[config.mk]
export PLATFORM = sky130hd
export DESIGN_NAME = rv32_boot_loader
export DESIGN_NICKNAME = d
export VERILOG_FILES = /design/src/rtl/rv32_boot_loader.sv
export SDC_FILE = /design/constraint.sdc
export NUM_CORES = 1
export LEC_CHECK = 0
export CAP_MARGIN = 0
export CORE_UTILIZATION = 25
export CTS_CLUSTER_SIZE = 12
export DETAILED_ROUTE_END_ITERATION = 8
export PLACE_DENSITY = 0.45
export SLEW_MARGIN = 20
export SYNTH_ARGS = -nofsm -noshare
export SYNTH_HDL_FRONTEND = slang
export SYNTH_SLANG_ARGS = --single-unit
[constraint.sdc]
create_clock -name clk -period 4.5 [get_ports clk]
set_input_delay 1.35 -clock clk [delete_from_list [all_inputs] [get_ports clk]]
set_output_delay 1.35 -clock clk [all_outputs]
set_load 0.005 [all_outputs]
[src/rtl/rv32_boot_loader.sv]
// Framed byte-stream loader: fills instruction memory from word 0, then releases the RV32 core.
// Build option: define BOOT_CHECKSUM_EN to expect and check a trailing XOR checksum byte.
module rv32_boot_loader #(
    parameter int unsigned ADDR_W = 8
) (
    input  logic              clk,
    input  logic              rst,
    input  logic              rx_valid,
    input  logic [7:0]        rx_data,
    output logic              rx_ready,
    output logic              imem_we,
    output logic [ADDR_W-1:0] imem_addr,
    output logic [31:0]       imem_wdata,
    output logic              core_rst_n,
    output logic              boot_busy,
    output logic              boot_err,
    output logic [ADDR_W:0]   words_loaded
);
    localparam int unsigned MAX_WORDS = 1 << ADDR_W;
    localparam int unsigned WL_W      = ADDR_W + 1;
    localparam logic [7:0]  MAGIC     = 8'hA5;

    typedef enum logic [2:0] {
        S_IDLE, S_LEN0, S_LEN1, S_DATA, S_CSUM, S_DONE, S_ERROR
    } state_t;

    state_t              r_state;
    state_t              w_next;
    logic                r_rx_ready;
    logic                r_imem_we;
    logic [ADDR_W-1:0]   r_imem_addr;
    logic [31:0]         r_imem_wdata;
    logic                r_core_rst_n;
    logic                r_boot_busy;
    logic                r_boot_err;
    logic [WL_W-1:0]     r_words;
    logic [15:0]         r_len;
    logic [1:0]          r_byte_cnt;
    logic [23:0]         r_word_buf;

    logic                w_acc;
    logic [15:0]         w_len_n;
    logic                w_len_bad;
    logic                w_word_done;
    logic                w_last_word;
    logic                w_frame_start;

    assign w_acc         = rx_valid & r_rx_ready;
    assign w_len_n       = {rx_data, r_len[7:0]};
    assign w_len_bad     = (w_len_n == 16'd0) || (32'(w_len_n) > MAX_WORDS);
    assign w_word_done   = (r_byte_cnt == 2'd3);
    assign w_last_word   = ((32'(r_words) + 32'd1) == 32'(r_len));
    assign w_frame_start = w_acc && (rx_data == MAGIC) &&
                           ((r_state == S_IDLE) || (r_state == S_ERROR));

`ifdef BOOT_CHECKSUM_EN
    logic [7:0] r_csum;

    // Running XOR over length and data bytes; cleared at every frame start.
    always_ff @(posedge clk or negedge rst) begin
        if (!rst) begin
            r_csum <= 8'd0;
        end else if (w_frame_start) begin
            r_csum <= 8'd0;
        end else if (w_acc && ((r_state == S_LEN0) || (r_state == S_LEN1) || (r_state == S_DATA))) begin
            r_csum <= r_csum ^ rx_data;
        end
    end
`endif

    // Next-state decode; only an accepted byte moves the FSM.
    always_comb begin
        w_next = r_state;
        if (w_acc) begin
            unique case (r_state)
                S_IDLE, S_ERROR: if (rx_data == MAGIC) w_next = S_LEN0;
                S_LEN0:          w_next = S_LEN1;
                S_LEN1:          w_next = w_len_bad ? S_ERROR : S_DATA;
`ifdef BOOT_CHECKSUM_EN
                S_DATA:          if (w_word_done && w_last_word) w_next = S_CSUM;
                S_CSUM:          w_next = ((r_csum ^ rx_data) == 8'd0) ? S_DONE : S_ERROR;
`else
                S_DATA:          if (w_word_done && w_last_word) w_next = S_DONE;
`endif
                default:         w_next = r_state;
            endcase
        end
    end

    // State, registered status outputs, and word assembly / memory write.
    always_ff @(posedge clk or negedge rst) begin
        if (!rst) begin
            r_state      <= S_IDLE;
            r_rx_ready   <= 1'b1;
            r_imem_we    <= 1'b0;
            r_imem_addr  <= '0;
            r_imem_wdata <= 32'd0;
            r_core_rst_n <= 1'b0;
            r_boot_busy  <= 1'b0;
            r_boot_err   <= 1'b0;
            r_words      <= '0;
            r_len        <= 16'd0;
            r_byte_cnt   <= 2'd0;
            r_word_buf   <= 24'd0;
        end else begin
            r_state      <= w_next;
            r_rx_ready   <= (w_next != S_DONE);
            r_core_rst_n <= (w_next == S_DONE);
            r_boot_err   <= (w_next == S_ERROR);
            r_boot_busy  <= (w_next == S_LEN0) || (w_next == S_LEN1) ||
                            (w_next == S_DATA) || (w_next == S_CSUM);
            r_imem_we    <= 1'b0;
            if (w_frame_start) begin
                r_words    <= '0;
                r_byte_cnt <= 2'd0;
            end
            if (w_acc) begin
                unique case (r_state)
                    S_LEN0: r_len[7:0]  <= rx_data;
                    S_LEN1: r_len[15:8] <= rx_data;
                    S_DATA: begin
                        r_byte_cnt <= r_byte_cnt + 2'd1;
                        r_word_buf <= {rx_data, r_word_buf[23:8]};
                        if (w_word_done) begin
                            r_imem_we    <= 1'b1;
                            r_imem_addr  <= r_words[ADDR_W-1:0];
                            r_imem_wdata <= {rx_data, r_word_buf};
                            r_words      <= r_words + WL_W'(1);
                        end
                    end
                    default: ;
                endcase
            end
        end
    end

    assign rx_ready     = r_rx_ready;
    assign imem_we      = r_imem_we;
    assign imem_addr    = r_imem_addr;
    assign imem_wdata   = r_imem_wdata;
    assign core_rst_n   = r_core_rst_n;
    assign boot_busy    = r_boot_busy;
    assign boot_err     = r_boot_err;
    assign words_loaded = r_words;
endmodule

==> flow_summary.yaml, run 1 <==
timing:
  tightest_slew_ps: 748.6
  finalHoldViolations: 0
  fin_skew_ps: 13.25
  clock.fmax_mhz: 289.5
  finalSetupViolCount: 0
  slew_headroom_pct: 50.09
  finalMaxSlewViolations: 0
  min_period_over_period_pct: 76.77
  layout_min_cycle_time_ps: 3455
  rsz0062_at_grt: "no"
  final.setup.tns_ps: 0
synth:
  ys_top_cells_by_count: "133 x nand2_1, 98 x dfrtp_1, 39 x mux2_2, 17 x clkbuf_1, 14 x o21ai_0"
  avgSynthCellArea_um2: 10.40
  syn-cell-area_mm2: 0.004335
  synth_top_area_share_pct: 56.57
  syn-instance-count: 417
  synthFlopType: "dfrtp_1"
  synth_cell_types: 52
  synth_top_family_by_area: "simple AND/OR/NAND/NOR gates"
  syn_nets: 430
  synthSimpleGateAreaFrac_pct: 18.82
  ys_ff_latch: 99
  yosys.area_share.adder_pct: 0.5772
  synth.most_common_cell: "nand2_1"
  synth.area.mux_share_pct: 10.13
  synth_xor_area_share_pct: 2.626
  async_reset_ff_share_pct: 100.0
  synth-compound-area-share_pct: 7.706
  ys_top_cells_by_area: "dfrtp_1 57%, nand2_1 12%, mux2_2 10%"
  ys_warn_count: 0
  synth_top_cell_by_area: "dfrtp_1"
  ys_seq_area_share_pct: 57.17
  synth_edf_count: 0
floorplanning:
  die-area_mm2: 0.01787
  rows: 47
  die_w_um: 133.7
  ios: 65
  die_h_um: 133.7
  start_util_pct: 25.87
  core_mm2: 0.01676
final_layout:
  layout.nets: 493
  n_fill_cell: 1721
  area_growth_pct: 28.28
  register_area_mm2: 0.002479
  multi_input_area_mm2: 0.001728
  n_antenna_cell: 0
  drive_above_1_share_pct: 15.05
global_route:
  grt_max_degree: 59
  use_met3_pct: 2.359
  track_usage_pct: 12.92
  met1_usage_pct: 19.09
  grt_pass1_vias: 3238
  antenna_found_initial: 0
  gr-total-overflow: 0
  grt_pass1_wl_um: 17930
  top_usage_layer: "met1"
  use_met2_pct: 18.78
placed_design:
  dp_hpwl_um: 7477
  gp_congestion: 0.7701
  io_buffers: 64
critical_path:
  start_kind: "input port"
  cp_top_family: "simple AND/OR/NAND/NOR gates"
  path_class: "in -> reg"
  critical-path-slowest-cell: "or4_4"
  critPathRequiredTime_ps: 4730
  worstPathCellList: "clkdlybuf4s50_1, or4_4, or2_1, nor2_1, o21ai_1, o31ai_2, inv_1, nor4_1"
  worstPathArrival_ps: 3680
  max_stage_delay_ps: 600
  cp_max_fo: 7
  crit_path_end_kind: "flop"
  cp.depth: 8
  rr_worst_depth: 8
  path_buf_inv: 2
power_and_ir_drop:
  ir_drop_mv: 0.1993
  power_frac_comb_pct: 15.8
  power_density_mw_per_mm2: 438.8
  p_sw_uw: 698.1
  p_total_uw: 2440
  internal_power_uw: 1742
  p_leak_uw: 0.002618
  seq_power_share_pct: 48.7
  p_clk_share_pct: 35.5
  swShare_pct: 28.61
route:
  wire_per_inst_um: 15.28
  drt_iter0_drc: 125
  antenna_left: 0
  via_per_inst: 4.567
  vias: 3220
  drc_errors: 0
  dr.pass1.iters: 4
  wirelength_um: 10780
clocking:
  cts.path.max_buffers: 2
  worstSkewPairLatency_ps: 350
  htreeDepth: 3
  clkSlewWorstSetupHoldPaths_ps: 70
  cts_tree: "yes"
  cts_setup_buffers: 0
  cts_hold_buf: 0
  cts_root_buf: "clkbuf_16"
  numCtsBuffers: 9
  cts_resized: 0
  clock_sinks: 99
run_status:
  outcome: "finished clean"
min_path:
  min_delay_path_depth: 2
  hold_class: "reg -> reg"
run:
  cap_violations: 0
==> cell families after synthesis <==
logic type,after synthesis
AOI/OAI and AO/OA,47
xor gates and xnor gates,13
adders and majority gates,2
buffers and inverters,31
DFF,99
muxes,39
and+or+nand+nor,186
==> placed cells by master (no fill, tap or decap), types with 2 or more instances in the layout <==
| cell | synthesis | layout |
|---|---|---|
| nand4_1 | 3 | 3 |
| clkdlybuf4s50_1 | 0 | 63 |
| nor4_1 | 6 | 6 |
| a21oi_1 | 3 | 3 |
| and3_1 | 6 | 6 |
| bufinv_16 | 0 | 2 |
| o41ai_1 | 3 | 3 |
| or4_4 | 2 | 2 |
| mux2_2 | 39 | 39 |
| inv_1 | 8 | 8 |
| dfrtp_1 | 98 | 98 |
| a211oi_1 | 2 | 2 |
| o311ai_1 | 2 | 2 |
| xnor2_1 | 8 | 8 |
| nor3_1 | 5 | 5 |
| inv_8 | 0 | 2 |
| nand2_1 | 133 | 133 |
| a22o_1 | 2 | 2 |
| o21ai_1 | 2 | 2 |
| xor2_1 | 5 | 5 |
| nor2_1 | 10 | 10 |
| o21ai_0 | 14 | 14 |
| a31oi_1 | 4 | 4 |
| o31ai_1 | 3 | 3 |
| buf_4 | 0 | 11 |
| nand3_1 | 9 | 9 |
| ha_1 | 2 | 2 |
| clkbuf_16 | 0 | 9 |
| or4_1 | 2 | 2 |
==> final timing paths <==
path,end,from,slack (ps)
worst min-delay path,imem_wdata[3],r_word_buf[3],470
worst max register to register,core_rst_n,words_loaded[0],1850
worst max-delay path,core_rst_n,rx_data[6],1050
min in group asynchronous,imem_wdata[22],rst,1070
worst min register to register,imem_wdata[3],r_word_buf[3],470
max in group asynchronous,rx_ready,rst,2590
==> per-layer routing <==
| layer | vias up | part of all wire (%) |
|---|---|---|
| met3 | 7 | 3.2 |
| li1 | 1544 | - |
| met1 | 1611 | 51 |
| met2 | 58 | 44 |
| met4 | 0 | 1.0 |
| met5 | - | 0 |
==> flip-flops by register name, indices dropped and copies added (netlist names) <==
signal / flops
core_rst_n: 1
r_len: 16
imem_addr: 8
boot_busy: 1
r_byte_cnt: 2
rx_ready: 1
words_loaded: 9
r_word_buf: 24
r_state: 3
boot_err: 1
imem_wdata: 32
imem_we: 1
==> power by group through the flow <==
stage          registers [µW]  clock network, µW  logic, µW
6_report                 1190                867        385
5_1_grt                  1220                920        427
4_1_cts                  1190                886        389
3_5_place_dp             1210                  0        386
3_3_place_gp             1210                  0        377
2_1_floorplan            1130                  0        303
==> metrics by stage <==
step	hold WS [ps]	setup WS [ps]	cells	cell area, µm²	utilization (%)
floorplan	433.1	1363	417	4335	-
global placement	449.1	804.0	689	5229	31.20
finish	468.1	1045	705	5562	33.18
detailed placement	453.2	733.8	689	5229	31.20
CTS	470.6	1090	705	5562	33.18
global route	499.1	912.2	705	5562	33.18
==> worst register-to-register path, stage by stage (launching register included) <==
cell      delay, ps
dfrtp_1         500
ha_1            380
nand2_1         180
or4_1           430
a21oi_1         150
o311ai_1        200
o31ai_2         340
inv_1           100
nor4_1          260
==> cell type report <==
cell class	count	area share (%)
flip-flops and latches	99	44.57
repair buffers	74	12.82
clock inverters	7	1.935
well taps	220	4.949
inverters	9	0.6074
multi-input cells	287	31.07
clock buffers	9	4.049
Note: power is estimated with default switching activity, not from simulation.
==> inputs of run 2 (changes only) <==
- clock period: 4.5 -> 3.5 ns (I/O delays scaled with it)
==> run 2 against run 1 <==
  * Combinational power is 31% higher
  * Hold slack is essentially flat
  * Clock power rose by 29%
  * Core utilization is 0.34 points higher
  * Count of clock-buffer cells in the layout is 3 higher
  * Design area is 1.0% higher
  * Total power up 29%
  * Largest cell class unchanged
  * Largest power group unchanged
==> flow_summary.yaml, run 2 (synthesis results as in run 1) <==
power_and_ir_drop:
  ir_drop_mv: 0.2323
  p_clk_share_pct: 35.7
  internal_power_uw: 2296
  power_frac_comb_pct: 16.0
  p_leak_uw: 0.002653
  seq_power_share_pct: 48.3
  power_density_mw_per_mm2: 559.2
  p_sw_uw: 845.7
  swShare_pct: 26.92
clocking:
  numCtsBuffers: 9
  cts_hold_buf: 0
  clock_sinks: 99
  cts_tree: "yes"
  cts_setup_buffers: 0
  cts.path.max_buffers: 2
  cts_root_buf: "clkbuf_16"
  worstSkewPairLatency_ps: 340
  htreeDepth: 3
  cts_resized: 0
  clkSlewWorstSetupHoldPaths_ps: 70
placed_design:
  io_buffers: 64
  dp_hpwl_um: 7541
  gp_congestion: 0.7806
  placed_area_mm2: 0.005271
  place_ws_ps: 133.1
final_layout:
  area_growth_pct: 29.58
  final_cell_mix: "133 x nand2_1, 98 x dfrtp_1, 63 x clkdlybuf4s50_1"
  largest_register_ffs: 32
  multi_input_area_mm2: 0.001728
  drive_above_1_share_pct: 15.75
  register_area_mm2: 0.002479
  layout.nets: 497
  final_common_cell: "nand2_1"
  final_cell_area_mm2: 0.005618
  n_fill_cell: 1699
  n_antenna_cell: 0
timing:
  finalMaxSlewViolations: 0
  finalHoldViolations: 0
  fin_ws_ps: 481.6
  final.setup.tns_ps: 0
  layout_min_cycle_time_ps: 3018
  rsz0062_at_grt: "no"
  fin_skew_ps: 10.78
  tightest_slew_ps: 681.9
  slew_headroom_pct: 54.45
  min_period_over_period_pct: 86.24
  finalSetupViolCount: 0
  clock.fmax_mhz: 331.3
floorplanning:
  ios: 65
  rows: 47
  core_mm2: 0.01676
  start_util_pct: 25.87
  die_h_um: 133.7
  die-area_mm2: 0.01787
  die_w_um: 133.7
route:
  vias: 3211
  dr.pass1.iters: 4
  drt_iter0_drc: 176
  wire_per_inst_um: 15.11
  wirelength_um: 10720
  antenna_left: 0
  drc_errors: 0
  via_per_inst: 4.529
critical_path:
  path_buf_inv: 1
  rr_endpoint: "core_rst_n"
  max_stage_delay_ps: 580
  crit_path_end_kind: "flop"
  cp-startpoint: "rx_data[6]"
  rr_worst_depth: 8
  r2r_slack_ps: 850
  cpMostUsedCell: "or4_4"
  reg2reg_from: "words_loaded[0]"
  critPathCapture: "boot_busy"
  cp_top_family: "simple AND/OR/NAND/NOR gates"
  critical-path-slowest-cell: "or4_4"
  path_class: "in -> reg"
  cp.depth: 7
  start_kind: "input port"
  worstPathArrival_ps: 3290
  cp_max_fo: 7
  critPathRequiredTime_ps: 3770
  worstPathCellList: "clkdlybuf4s50_1, or4_4, or2_1, or4_4, o21ai_2, o31a_4, xor2_1"
min_path:
  hold_class: "reg -> reg"
global_route:
  grt_pass1_vias: 3152
  grt_pass1_wl_um: 17640
  grt_max_degree: 60
  gr-total-overflow: 0
  antenna_found_initial: 0
  track_usage_pct: 12.75
run:
  cap_violations: 0
run_status:
  outcome: "finished clean"
run 2: cell count changes in the layout (fill, tap and decap cells not counted), sizes merged:
cell      delta
buf          +4
clkbuf       +3
inv          -2
clkinvlp     -1
run 2: through the flow:
step                hold slack, ps  util [%]  total power, µW  cells
floorplan                    433.1         -             1840    417
global placement             452.6     31.45             2031    693
detailed placement           455.9     31.45             2048    693
CTS                          471.4     33.52             3182    709
global route                 498.7     33.52             3315    709
finish                       468.4     33.52             3141    709
run 2: layer usage:
layer	up-vias	track usage, %	wire length, µm	share of wire (%)
met5	-	0	0	0
met1	1581	18.32	5397	50
met2	58	19.04	4857	45
li1	1559	-	-	-
met3	13	1.903	278	2.6
met4	0	5.303	182	1.7
run 2: worst min path at each step:
stage,end,depth (start not counted),start,slack [ps]
finish,imem_wdata[2],2,r_word_buf[2],470
global route,imem_wdata[6],2,r_word_buf[6],500
CTS,imem_wdata[6],2,r_word_buf[6],470
detailed placement,imem_wdata[6],2,r_word_buf[6],460
global placement,imem_wdata[1],2,r_word_buf[1],450
floorplan,imem_wdata[0],2,r_word_buf[0],430
run 2: cell type report:
class	count	area share, %
Inverter	9	0.6013
Timing Repair Buffer	78	13.45
Tap cell	220	4.900
Clock buffer	12	4.744
Clock inverter	4	1.425
Multi-Input combinational cell	287	30.76
Sequential cell	99	44.12
run 2: worst min-delay path, delay by kind of cell (launching register included):
family           cells  cell delay (ps)
flip-flops           1              340
AND/OR/NAND/NOR      2              100
run 2: power by group through the flow:
stage / clock network [µW] / logic [µW] / registers [µW]
3_5_place_dp: 0 / 509 / 1540
5_1_grt: 1200 / 566 / 1550
6_report: 1120 / 503 / 1520
2_1_floorplan: 0 / 390 / 1450
3_3_place_gp: 0 / 496 / 1540
4_1_cts: 1150 / 512 / 1520
==> inputs of run 3 (changes only) <==
- SETUP_SLACK_MARGIN: unset -> 0.5
- clock period: 3.5 -> 3.6 ns (I/O delays scaled with it)
==> run 3 against run 2 <==
  * Total power shrank 4.4%
  * Largest power group unchanged
  * First-iteration DRC count shrank 10%
  * Sequential cell count is the same
  * Via count is essentially flat
  * Core utilization shrank 0.097 points
  * Hold slack lost 0.81 ps
  * Global-route usage is essentially flat
  * Critical path type unchanged
  * Non-clock buffer count is the same
==> flow_summary.yaml, run 3 (synthesis results as in run 1) <==
route:
  vias: 3210
  antenna_left: 0
  drt_iter0_drc: 158
  via_per_inst: 4.534
  wire_per_inst_um: 15.18
  dr.pass1.iters: 4
  wirelength_um: 10750
  drc_errors: 0
clocking:
  numCtsBuffers: 9
  cts_tree: "yes"
  cts_hold_buf: 0
  cts.path.max_buffers: 2
  htreeDepth: 3
  clock_sinks: 99
  worstSkewPairLatency_ps: 350
  cts_root_buf: "clkbuf_16"
  clkSlewWorstSetupHoldPaths_ps: 70
critical_path:
  critPathRequiredTime_ps: 3880
  cp_max_fo: 5
  worstPathArrival_ps: 3320
  cp-startpoint: "rx_data[6]"
  worstPathCellList: "clkdlybuf4s50_1, or4_4, or4_1, o311a_1, o21ai_2, o31a_4, xor2_1"
  crit_path_end_kind: "flop"
  start_kind: "input port"
  max_stage_delay_ps: 580
  reg2reg_from: "words_loaded[0]"
  critical-path-slowest-cell: "or4_4"
  path_class: "in -> reg"
timing:
  fin_ws_ps: 554.2
  finalHoldViolations: 0
  rsz0062_at_grt: "yes"
  finalSetupViolCount: 0
  holdWs_ps: 467.6
  slew_headroom_pct: 50.75
  clock.fmax_mhz: 328.3
  final.setup.tns_ps: 0
  layout_min_cycle_time_ps: 3046
  min_period_over_period_pct: 84.61
  fin_skew_ps: 10.30
  tightest_slew_ps: 737.3
  finalMaxSlewViolations: 0
run_status:
  outcome: "finished clean"
final_layout:
  final_cells: 708
  area_growth_pct: 29.21
  largest_register_ffs: 32
  final_cell_mix: "133 x nand2_1, 98 x dfrtp_1, 63 x clkdlybuf4s50_1"
  n_antenna_cell: 0
  drive_above_1_share_pct: 15.98
  final_common_cell: "nand2_1"
  layout.nets: 497
min_path:
  hold_class: "reg -> reg"
  hp-start: "r_word_buf[6]"
floorplanning:
  die_w_um: 133.7
  ios: 65
  rows: 47
  die_h_um: 133.7
  die-area_mm2: 0.01787
  core_mm2: 0.01676
  start_util_pct: 25.87
placed_design:
  dpl.cell_count: 693
  dp_hpwl_um: 7642
  io_buffers: 64
  place_ws_ps: 188.4
  gp_congestion: 0.7812
global_route:
  grt_pass1_vias: 3193
  antenna_found_initial: 0
  gr-total-overflow: 0
  grt_max_degree: 52
  track_usage_pct: 12.77
  grt_pass1_wl_um: 17660
power_and_ir_drop:
  power_density_mw_per_mm2: 536.2
  p_total_uw: 3004
  p_leak_uw: 0.002631
  ir_drop_mv: 0.2817
run:
  cap_violations: 0
[run 3: changes by cell type in the layout (fill, tap and decap cells not counted)]
cell,previous run,this run
clkinv_4,1,0
inv_6,0,2
nor2_1,10,9
clkbuf_8,3,0
o311ai_2,0,1
a31oi_2,0,1
o311ai_1,2,1
inv_8,1,0
clkbuf_1,0,1
clkinvlp_4,0,1
nor2_2,0,1
a31oi_1,4,3
[run 3: worst max-delay path: cells and delay by family]
family,cells,cell delay (ps)
and+or+nand+nor,2,1040
AOI/OAI and AO/OA,3,650
buffers and inverters,1,420
xor gates and xnor gates,1,130
[run 3: worst paths after layout]
| check | slack [ps] | cells after the start | to |
|---|---|---|---|
| worst max-delay path | 550 | 7 | boot_busy |
| worst min-delay path | 470 | 2 | imem_wdata[6] |
| worst max register to register | 990 | 8 | core_rst_n |
| worst min register to register | 470 | 2 | imem_wdata[6] |
| max in group asynchronous | 2120 | 2 | words_loaded[7] |
| min in group asynchronous | 750 | 1 | imem_wdata[17] |
[run 3: routing by layer]
metal  share of wire, %  track usage [%]  vias to the layer above  wire, µm
met5                  0                0                        -         0
met4                1.3            4.735                        0       141
met3                3.6            2.473                       10       382
met2                 47            19.62                       43      5013
met1                 48            17.74                     1599      5209
li1                   -                -                     1558         -
[run 3: final cells by class]
class / instances / area, µm²
clock inverters: 5 / 85.08
clock buffers: 10 / 229.0
well taps: 220 / 275.3
fillers: 1709 / 11160
inverters: 9 / 33.78
flip-flops and latches: 99 / 2479
multi-input cells: 287 / 1744
repair buffers: 78 / 755.7
[run 3: what timing repair did]
| action | CTS | global route |
|---|---|---|
| resized for setup | 0 | 3 |
| endpoints found under the setup margin | 0 | 3 |
| endpoints found under the hold margin | 0 | 0 |
| setup buffers | 0 | 0 |
[run 3: where the power goes]
part,switching (µW),leakage (µW),internal (µW)
combinational,219,0.00114,275
clock,425,0.000150,611
sequential,185,0.00134,1290
total,829,0.00263,2170
[run 3: per-stage QoR]
stage                     utilization (%)  instance area, µm²
after floorplan                         -                4335
after global placement              31.45                5271
after detailed placement            31.45                5271
after CTS                           33.33                5585
after global routing                33.42                5602
final                               33.42                5602
